===== config.mk =====
export PLATFORM = sky130hd
export DESIGN_NAME = golomb_search_controller
export DESIGN_NICKNAME = d
export VERILOG_FILES = /design/src/rtl/golomb_search_controller.sv
export SDC_FILE = /design/constraint.sdc
export NUM_CORES = 1
export LEC_CHECK = 0
export ABC_AREA = 1
export CAP_MARGIN = 25
export CELL_PAD_IN_SITES_DETAIL_PLACEMENT = 1
export CELL_PAD_IN_SITES_GLOBAL_PLACEMENT = 1
export CORE_MARGIN = 4
export CORE_UTILIZATION = 30
export CTS_CLUSTER_DIAMETER = 50
export DETAILED_ROUTE_END_ITERATION = 10
export PLACE_DENSITY_LB_ADDON = 0.25
export SLEW_MARGIN = 20
export SYNTH_ARGS = -nofsm -noshare
export SYNTH_HDL_FRONTEND = slang
export SYNTH_SLANG_ARGS = --single-unit

===== constraint.sdc =====
create_clock -name clock -period 2.3 [get_ports clock]
set_input_delay 0.46 -clock clock [delete_from_list [all_inputs] [get_ports clock]]
set_output_delay 0.46 -clock clock [all_outputs]
set_load 0.03 [all_outputs]

===== src/rtl/golomb_search_controller.sv =====
// golomb_search_controller: walks control through the mark_counter chain and tracks the best ruler.
// Define GOLOMB_CTRL_WATCHDOG_EN to bound the wait for the ready acknowledge.
`ifndef NUMPOSITIONS
`define NUMPOSITIONS 3
`endif
`ifndef PositionValueBitMax
`define PositionValueBitMax 7
`endif
`ifndef PositionNumberBitMax
`define PositionNumberBitMax 2
`endif
`ifndef MAXVALUE
`define MAXVALUE 255
`endif

module golomb_search_controller #(
    parameter int NUMPOSITIONS  = `NUMPOSITIONS,
    parameter int VW            = `PositionValueBitMax + 1,
    parameter int LW            = `PositionNumberBitMax + 1,
    parameter int START_LEVEL   = 1,
    parameter int INITIAL_LIMIT = `MAXVALUE,
    parameter int ACK_TIMEOUT   = 15
) (
    input  logic                           clock,
    input  logic                           reset,
    input  logic                           start,
    output logic                           busy,
    output logic                           done,
    output logic                           error,
    output logic [LW-1:0]                  enabled,
    output logic                           request,
    input  logic                           ready_all,
    input  logic [(NUMPOSITIONS+1)*LW-1:0] next_enabled_all,
    input  logic                           success,
    input  logic [(NUMPOSITIONS+1)*VW-1:0] marks_in,
    output logic [VW-1:0]                  limit,
    output logic [(NUMPOSITIONS+1)*VW-1:0] best_marks,
    output logic [15:0]                    solutions
);

    localparam int MW = (NUMPOSITIONS + 1) * VW;

    typedef enum logic [2:0] {
        IDLE, ISSUE, WAIT_ACK, WAIT_DONE, EVAL, FINISH
    } state_e;

    state_e          state_q, state_d;
    logic [LW-1:0]   enabled_q, enabled_d;
    logic [VW-1:0]   limit_q, limit_d;
    logic [MW-1:0]   best_marks_q, best_marks_d;
    logic [15:0]     solutions_q, solutions_d;
    logic            error_q, error_d;
    logic [LW-1:0]   nxt;
    logic [VW-1:0]   leafval;
    logic            wd_expired;

    if (ACK_TIMEOUT < 1) begin : g_bad_timeout
        $error("ACK_TIMEOUT must be at least 1");
    end

    assign nxt     = next_enabled_all[enabled_q*LW +: LW];
    assign leafval = marks_in[NUMPOSITIONS*VW +: VW];

`ifdef GOLOMB_CTRL_WATCHDOG_EN
    localparam int WDW = $clog2(ACK_TIMEOUT + 1);
    logic [WDW-1:0] wd_q, wd_d;

    always_comb begin
        wd_d = '0;
        if (state_q == WAIT_ACK) wd_d = wd_q + 1'b1;
    end

    always_ff @(posedge clock) begin
        if (reset) wd_q <= '0;
        else       wd_q <= wd_d;
    end

    assign wd_expired = (wd_q == WDW'(ACK_TIMEOUT - 1));
`else
    assign wd_expired = 1'b0;
`endif

    always_ff @(posedge clock) begin
        if (reset) begin
            state_q      <= IDLE;
            enabled_q    <= '0;
            limit_q      <= VW'(INITIAL_LIMIT);
            best_marks_q <= '0;
            solutions_q  <= '0;
            error_q      <= 1'b0;
        end else begin
            state_q      <= state_d;
            enabled_q    <= enabled_d;
            limit_q      <= limit_d;
            best_marks_q <= best_marks_d;
            solutions_q  <= solutions_d;
            error_q      <= error_d;
        end
    end

    always_comb begin
        state_d      = state_q;
        enabled_d    = enabled_q;
        limit_d      = limit_q;
        best_marks_d = best_marks_q;
        solutions_d  = solutions_q;
        error_d      = error_q;
        unique case (state_q)
            IDLE: if (start) begin
                state_d     = ISSUE;
                enabled_d   = LW'(START_LEVEL);
                limit_d     = VW'(INITIAL_LIMIT);
                solutions_d = '0;
                error_d     = 1'b0;
            end
            ISSUE: if (ready_all) state_d = WAIT_ACK;
            WAIT_ACK: begin
                if (!ready_all) begin
                    state_d = WAIT_DONE;
                end else if (wd_expired) begin
                    error_d   = 1'b1;
                    enabled_d = '0;
                    state_d   = FINISH;
                end
            end
            WAIT_DONE: if (ready_all) state_d = EVAL;
            EVAL: begin
                // a hit is recorded even when it is the last step
                if (success) begin
                    best_marks_d = marks_in;
                    if (solutions_q != 16'hFFFF) solutions_d = solutions_q + 16'd1;
                    limit_d = (leafval == '0) ? '0 : leafval - 1'b1;
                end
                if (nxt > LW'(NUMPOSITIONS)) begin
                    error_d   = 1'b1;
                    enabled_d = '0;
                    state_d   = FINISH;
                end else if (nxt == '0) begin
                    enabled_d = '0;
                    state_d   = FINISH;
                end else begin
                    enabled_d = nxt;
                    state_d   = ISSUE;
                end
            end
            FINISH:  state_d = IDLE;
            default: state_d = IDLE;
        endcase
    end

    always_comb begin
        busy    = 1'b0;
        done    = 1'b0;
        request = 1'b0;
        unique case (state_q)
            ISSUE: begin
                busy    = 1'b1;
                request = ready_all;
            end
            WAIT_ACK, WAIT_DONE, EVAL: busy = 1'b1;
            FINISH:  done = 1'b1;
            default: ;
        endcase
    end

    assign enabled    = enabled_q;
    assign limit      = limit_q;
    assign best_marks = best_marks_q;
    assign solutions  = solutions_q;
    assign error      = error_q;

endmodule


======== Word level (Yosys, flattened, before mapping) ========
Cells that the tools add are included.
storage, ports and cells
  input bits .............................. 49
  word-level logic and storage cells ...... 59
  output and inout bits ................... 63
  register bits ........................... 63
cells by class
  shift-type cells ........................ 1
  muxes and demuxes ....................... 24
  $mul .................................... 1
  $lt $le $gt $ge ......................... 1
  reductions and logical operators ........ 11
  eq/ne operators ......................... 13
  add/sub/neg operators ................... 2
operators with widths
  kind                                                                  number
  16-bit 2-to-1 mux                                                     3
  16-bit case mux with 2 select lines                                   1
  3-bit 2-to-1 mux                                                      8
  8-bit 2-to-1 mux                                                      3
  16-bit by 1-bit adder with 16-bit output, second input constant       1
  16-bit inequality test, second input constant                         1
  8-bit case mux with 2 select lines                                    1
  3-bit case mux with 5 select lines                                    1
  2-bit inequality test, second input constant                          7
  12-bit by 6-bit variable part select with 3-bit output                1
  8-bit logical NOT                                                     1
  4-bit AND reduction                                                   2
  8-bit by 1-bit subtractor with 8-bit output, second input constant    1
  3-bit by 2-bit == test with 1-bit output, second input constant       2
  3-bit == test, second input constant                                  2
  3-bit logical NOT                                                     2
  3-bit case mux with 2 select lines                                    1
  3-bit AND reduction                                                   2
  3-bit by 2-bit multiplier with 5-bit output, second input constant    1
  1-bit 2-to-1 mux                                                      5
  2-bit AND reduction                                                   2
  4-bit OR reduction                                                    1
  3-bit by 1-bit == test with 1-bit output, second input constant       1
  3-bit by 2-bit > comparator with 1-bit output, second input constant  1
  other kinds (2)                                                       2

======== Depth between registers and ports, before layout ========
  depth in word-level cells ............... 6
  gate-level depth with buffers ........... 10
  depth with buffers taken out ............ 10

======== Worst setup path before layout ========
Ideal clock, no wire load.
  path kind ............................... reg2reg
  start point ............................. register solutions_q[0] (netlist: solutions[0])
  end point ............................... register solutions_q[11] (netlist: solutions[11])
  period minus slack after synthesis ...... 1.837 ns
  cell stages (with the launch flop) ...... 10
  setup time .............................. 0.116 ns
  path buffers ............................ 1
  setup slack ............................. 0.463 ns
  data arrival time ....................... 1.722 ns
  data required time ...................... 2.184 ns
  path through ............................ dfxtp_1 > ha_1 > inv_2 > nor2_4 > nand2_2 > nor2_4 > o21ai_4 > buf_6 > a21oi_1 > nor2_1
between the ends
  cells in the longest elaborated chain, start to end .. 4
  elaborated cells on any way between the ends .. 7
  those cells by class .................... add/sub: 1; eq/ne: 2; mux: 3; reduce/logical: 1
ends and longest elaborated chain
  item                                      RTL line  source
  start, declared                           51        logic [15:0] solutions_q, solutions_d;
  start signal, assigned                    96        solutions_q <= solutions_d;
  16-bit by 1-bit adder with 16-bit output  131       if (solutions_q != 16'hFFFF) solutions_d = solutions_q + 16'd1;
  16-bit 2-to-1 mux                         131
  16-bit 2-to-1 mux                         129       if (success) begin
  16-bit case mux with 2 select lines       108       unique case (state_q)
Parallel ways exist; a longest one is shown, timed or not. The select of a mux whose other input is x is not followed.
A chain may end at the register's enable or synchronous reset.

======== Worst setup path in the final report ========
  start point ............................. register state_q[1]
  end point ............................... output port busy
between the ends
  cells in the longest elaborated chain, start to end .. 3
  elaborated cells on any way between the ends .. 6
  those cells by class .................... eq/ne: 4; mux: 1; reduce/logical: 1
ends and longest elaborated chain
  item                                                              RTL line  source
  start, declared                                                   47        state_e state_q, state_d;
  start signal, assigned                                            92        state_q <= state_d;
  3-bit by 1-bit == test with 1-bit output (tied with other cells)  155       unique case (state_q)
  4-bit OR reduction (no line) (*)                                  --
  1-bit 2-to-1 mux (*)                                              155
  end, declared                                                     27        output logic busy,
Every way passes the cells marked *; elsewhere a longest branch is shown, timed or not.

==> metrics.txt <==
Startpoint Class flop; Num CTS Buffers 9; Internal 1.98 mW; Main synth FF type dfxtp_1; hold buffers post-CTS 0; CP Data Arrival Time 1670 ps; Final Cycle Share 0.924; maximum number of pins on one net before global-route repair 43; CP endpoint busy; Comb power frac 0.291; post-route ant nets 0; clk root buf clkbuf_8; clk sink count 63; Setup TNS 0 ps; CP Class reg2out; Netlist cell types 30; P per Cell Area 670 nW/µm²; H-tree Lvls 3; GP Congestion between 0.8 and 0.9; # rows 36; yosys warns 0; GRT Total Usage 0.181; worst r2r src state_q[1]; leakage 1.65 nW; wirelength, routed between 10000 and 15000 µm; Mapped Area approximately 3000 µm²; first-pass GRT wire length 17000 µm; fin crit period 2130 ps; R2R depth 9; Setup crit end kind primary output; RSZ-0062 raised after global routing false; ranking of synthesized cells by area dfxtp_1 42%, nand2_1 15%, a21oi_1 8.8%; hold path depth 2; sequential area share after synthesis 0.417; sw frac 0.344; Clk Latency, worst-skew pair 330 ps; synthesized flop and latch total between 60 and 70; Sw Pwr ~1.0 mW; I/O pin cnt roughly 110; DP HPWL around 7800 µm; CTS clk-pin slew, worst paths 70 ps; Slew @ Worst Pin 495 ps; max cap viols 0; Synth Net Count 497; post-synth top area share 0.417; sequential fraction of design power 0.398; initial antenna violation count 0; Final Max Slew Viols 0; vias in the first global route 3468; layout cells sized above 1 0.0830; Clock Tree Buf Depth 2; synth-to-layout area growth 48.9%; post-synth top area cell dfxtp_1; core area 9820 µm²; worst rel slew slack 0.669; Post-route DRC 0; Peak VDD IR 0.346 mV; IO buf count approximately 110; CTS tree built; First-pass DRT Iterations 4; Final setup viols 0; via count 3333; grt ovf 0; reg2reg end solutions[5]; post-DR vias/cell 4.77; Mean Syn Cell Area ~6.8 µm²; Clk network pwr share 0.311; Initial Util 0.308; initial DRC count 133; r2r setup slk 530 ps; # diodes 0; Die Y 108 µm; Final nets 613; asr flop ratio synth 0; final hold slack 465 ps; per-cell routed wire length 14.5 µm; crit path max fanout 11; status finished, final reports clean; required time worst endpoint between 1500 and 2000 ps; Die Area 11800 µm²; Hold Path Class reg2reg; Final Hold Violating Endpoints 0; crit path launch state_q[1]; Post-synth EDFFs 0; Max Clk Rate 0.471 GHz; Die X 108 µm; clk_skew ~3.9 ps; Mapped Cells 445
critical path: stages, from the launching register on:
cell	delay (ps)
dfxtp_1	340
inv_2	80
nand2_2	80
nor2_4	310
clkinvlp_4	220
nand3_1	130
buf_4	170
kinds of logic after synthesis:
family | share of synthesized area
XOR/XNOR | 0.0203
AND/OR/NAND/NOR | 0.321
buffers and inverters | 0.0715
flip-flops | 0.417
AO/OA/AOI/OAI | 0.158
adder cells (fa/ha/maj) | 0.0124
placed cells by master, fill, tap and decap left out, types with 3 or more instances in the layout:
| master | count |
|---|---|
| nand2_1 | 124 |
| nor2_1 | 57 |
| nor2_4 | 4 |
| clkinv_2 | 3 |
| xor2_1 | 6 |
| ha_1 | 3 |
| inv_1 | 29 |
| clkbuf_8 | 9 |
| clkdlybuf4s50_1 | 109 |
| o21ai_0 | 28 |
| nor3_1 | 7 |
| dfxtp_1 | 63 |
| nand3_1 | 26 |
| a21oi_1 | 53 |
| nand2_2 | 5 |
| buf_4 | 10 |
| inv_2 | 6 |
what timing repair did:
action	CTS	global route
resized for setup	1	1
setup buffers	1	0
endpoints found under the setup margin	1	1
power groups by stage:
| stage | logic [mW] | registers, mW | clock network [mW] |
|---|---|---|---|
| final | 0.878 | 1.20 | 0.940 |
| after global routing | 0.977 | 1.21 | 1.04 |
| after CTS | 0.890 | 1.20 | 0.980 |
| after detailed placement | 0.884 | 1.23 | 0 |
| after global placement | 0.854 | 1.22 | 0 |
| after floorplan | 0.460 | 1.30 | 0 |
synth_stat cells, types with 3 or more instances:
cell type,instances
nor2_1,57
nor2_4,4
ha_1,3
xor2_1,6
nand2_2,5
o21ai_0,28
dfxtp_1,63
clkbuf_1,12
nor3_1,7
nand3_1,26
inv_2,6
nand2_1,124
a21oi_1,53
inv_1,30
sequential cells by signal, summed over array words and instances (netlist names):
signal,count
best_marks,32
enabled,3
error,1
limit,8
solutions,16
state_q,3
cell type report:
| type | count | area [µm²] |
|---|---|---|
| sequential | 63 | 1260 |
| inverter | 37 | 143 |
| clock buffer | 10 | 128 |
| clock inverter | 6 | 61.3 |
| multi-input combinational | 329 | 1550 |
| fill | 1269 | 5310 |
| timing repair buffer | 121 | 1200 |
| tap | 133 | 166 |
per-stage QoR:
step                instance area [µm²]  total power, mW  instances  worst slack (ps)  utilization
floorplan                          3030             1.76        445               463            -
global route                       4510             3.22        699              39.0        0.459
global placement                   4300             2.08        682              79.7        0.438
finish                             4510             3.02        699               175        0.459
CTS                                4500             3.07        699              53.1        0.459
detailed placement                 4300             2.11        682              57.9        0.438
worst min-delay path by stage:
stage	to	slack [ps]	startpoint
2_1_floorplan	best_marks[0]	590	best_marks[0]
3_3_place_gp	best_marks[14]	450	best_marks[14]
3_5_place_dp	best_marks[20]	460	best_marks[20]
4_1_cts	best_marks[21]	470	best_marks[21]
5_1_grt	best_marks[21]	490	best_marks[21]
6_report	best_marks[21]	470	best_marks[21]
routing by layer:
layer  part of all wire  track usage  routed length, µm  vias up
met5                  0            0                  0        -
met4              0.012       0.0469                121        0
met3              0.086       0.0752                869       11
met2               0.48        0.318               4860       93
met1               0.42        0.200               4300     1565
li1                   -            -                  -     1664
(Power assumes the default switching activity.)
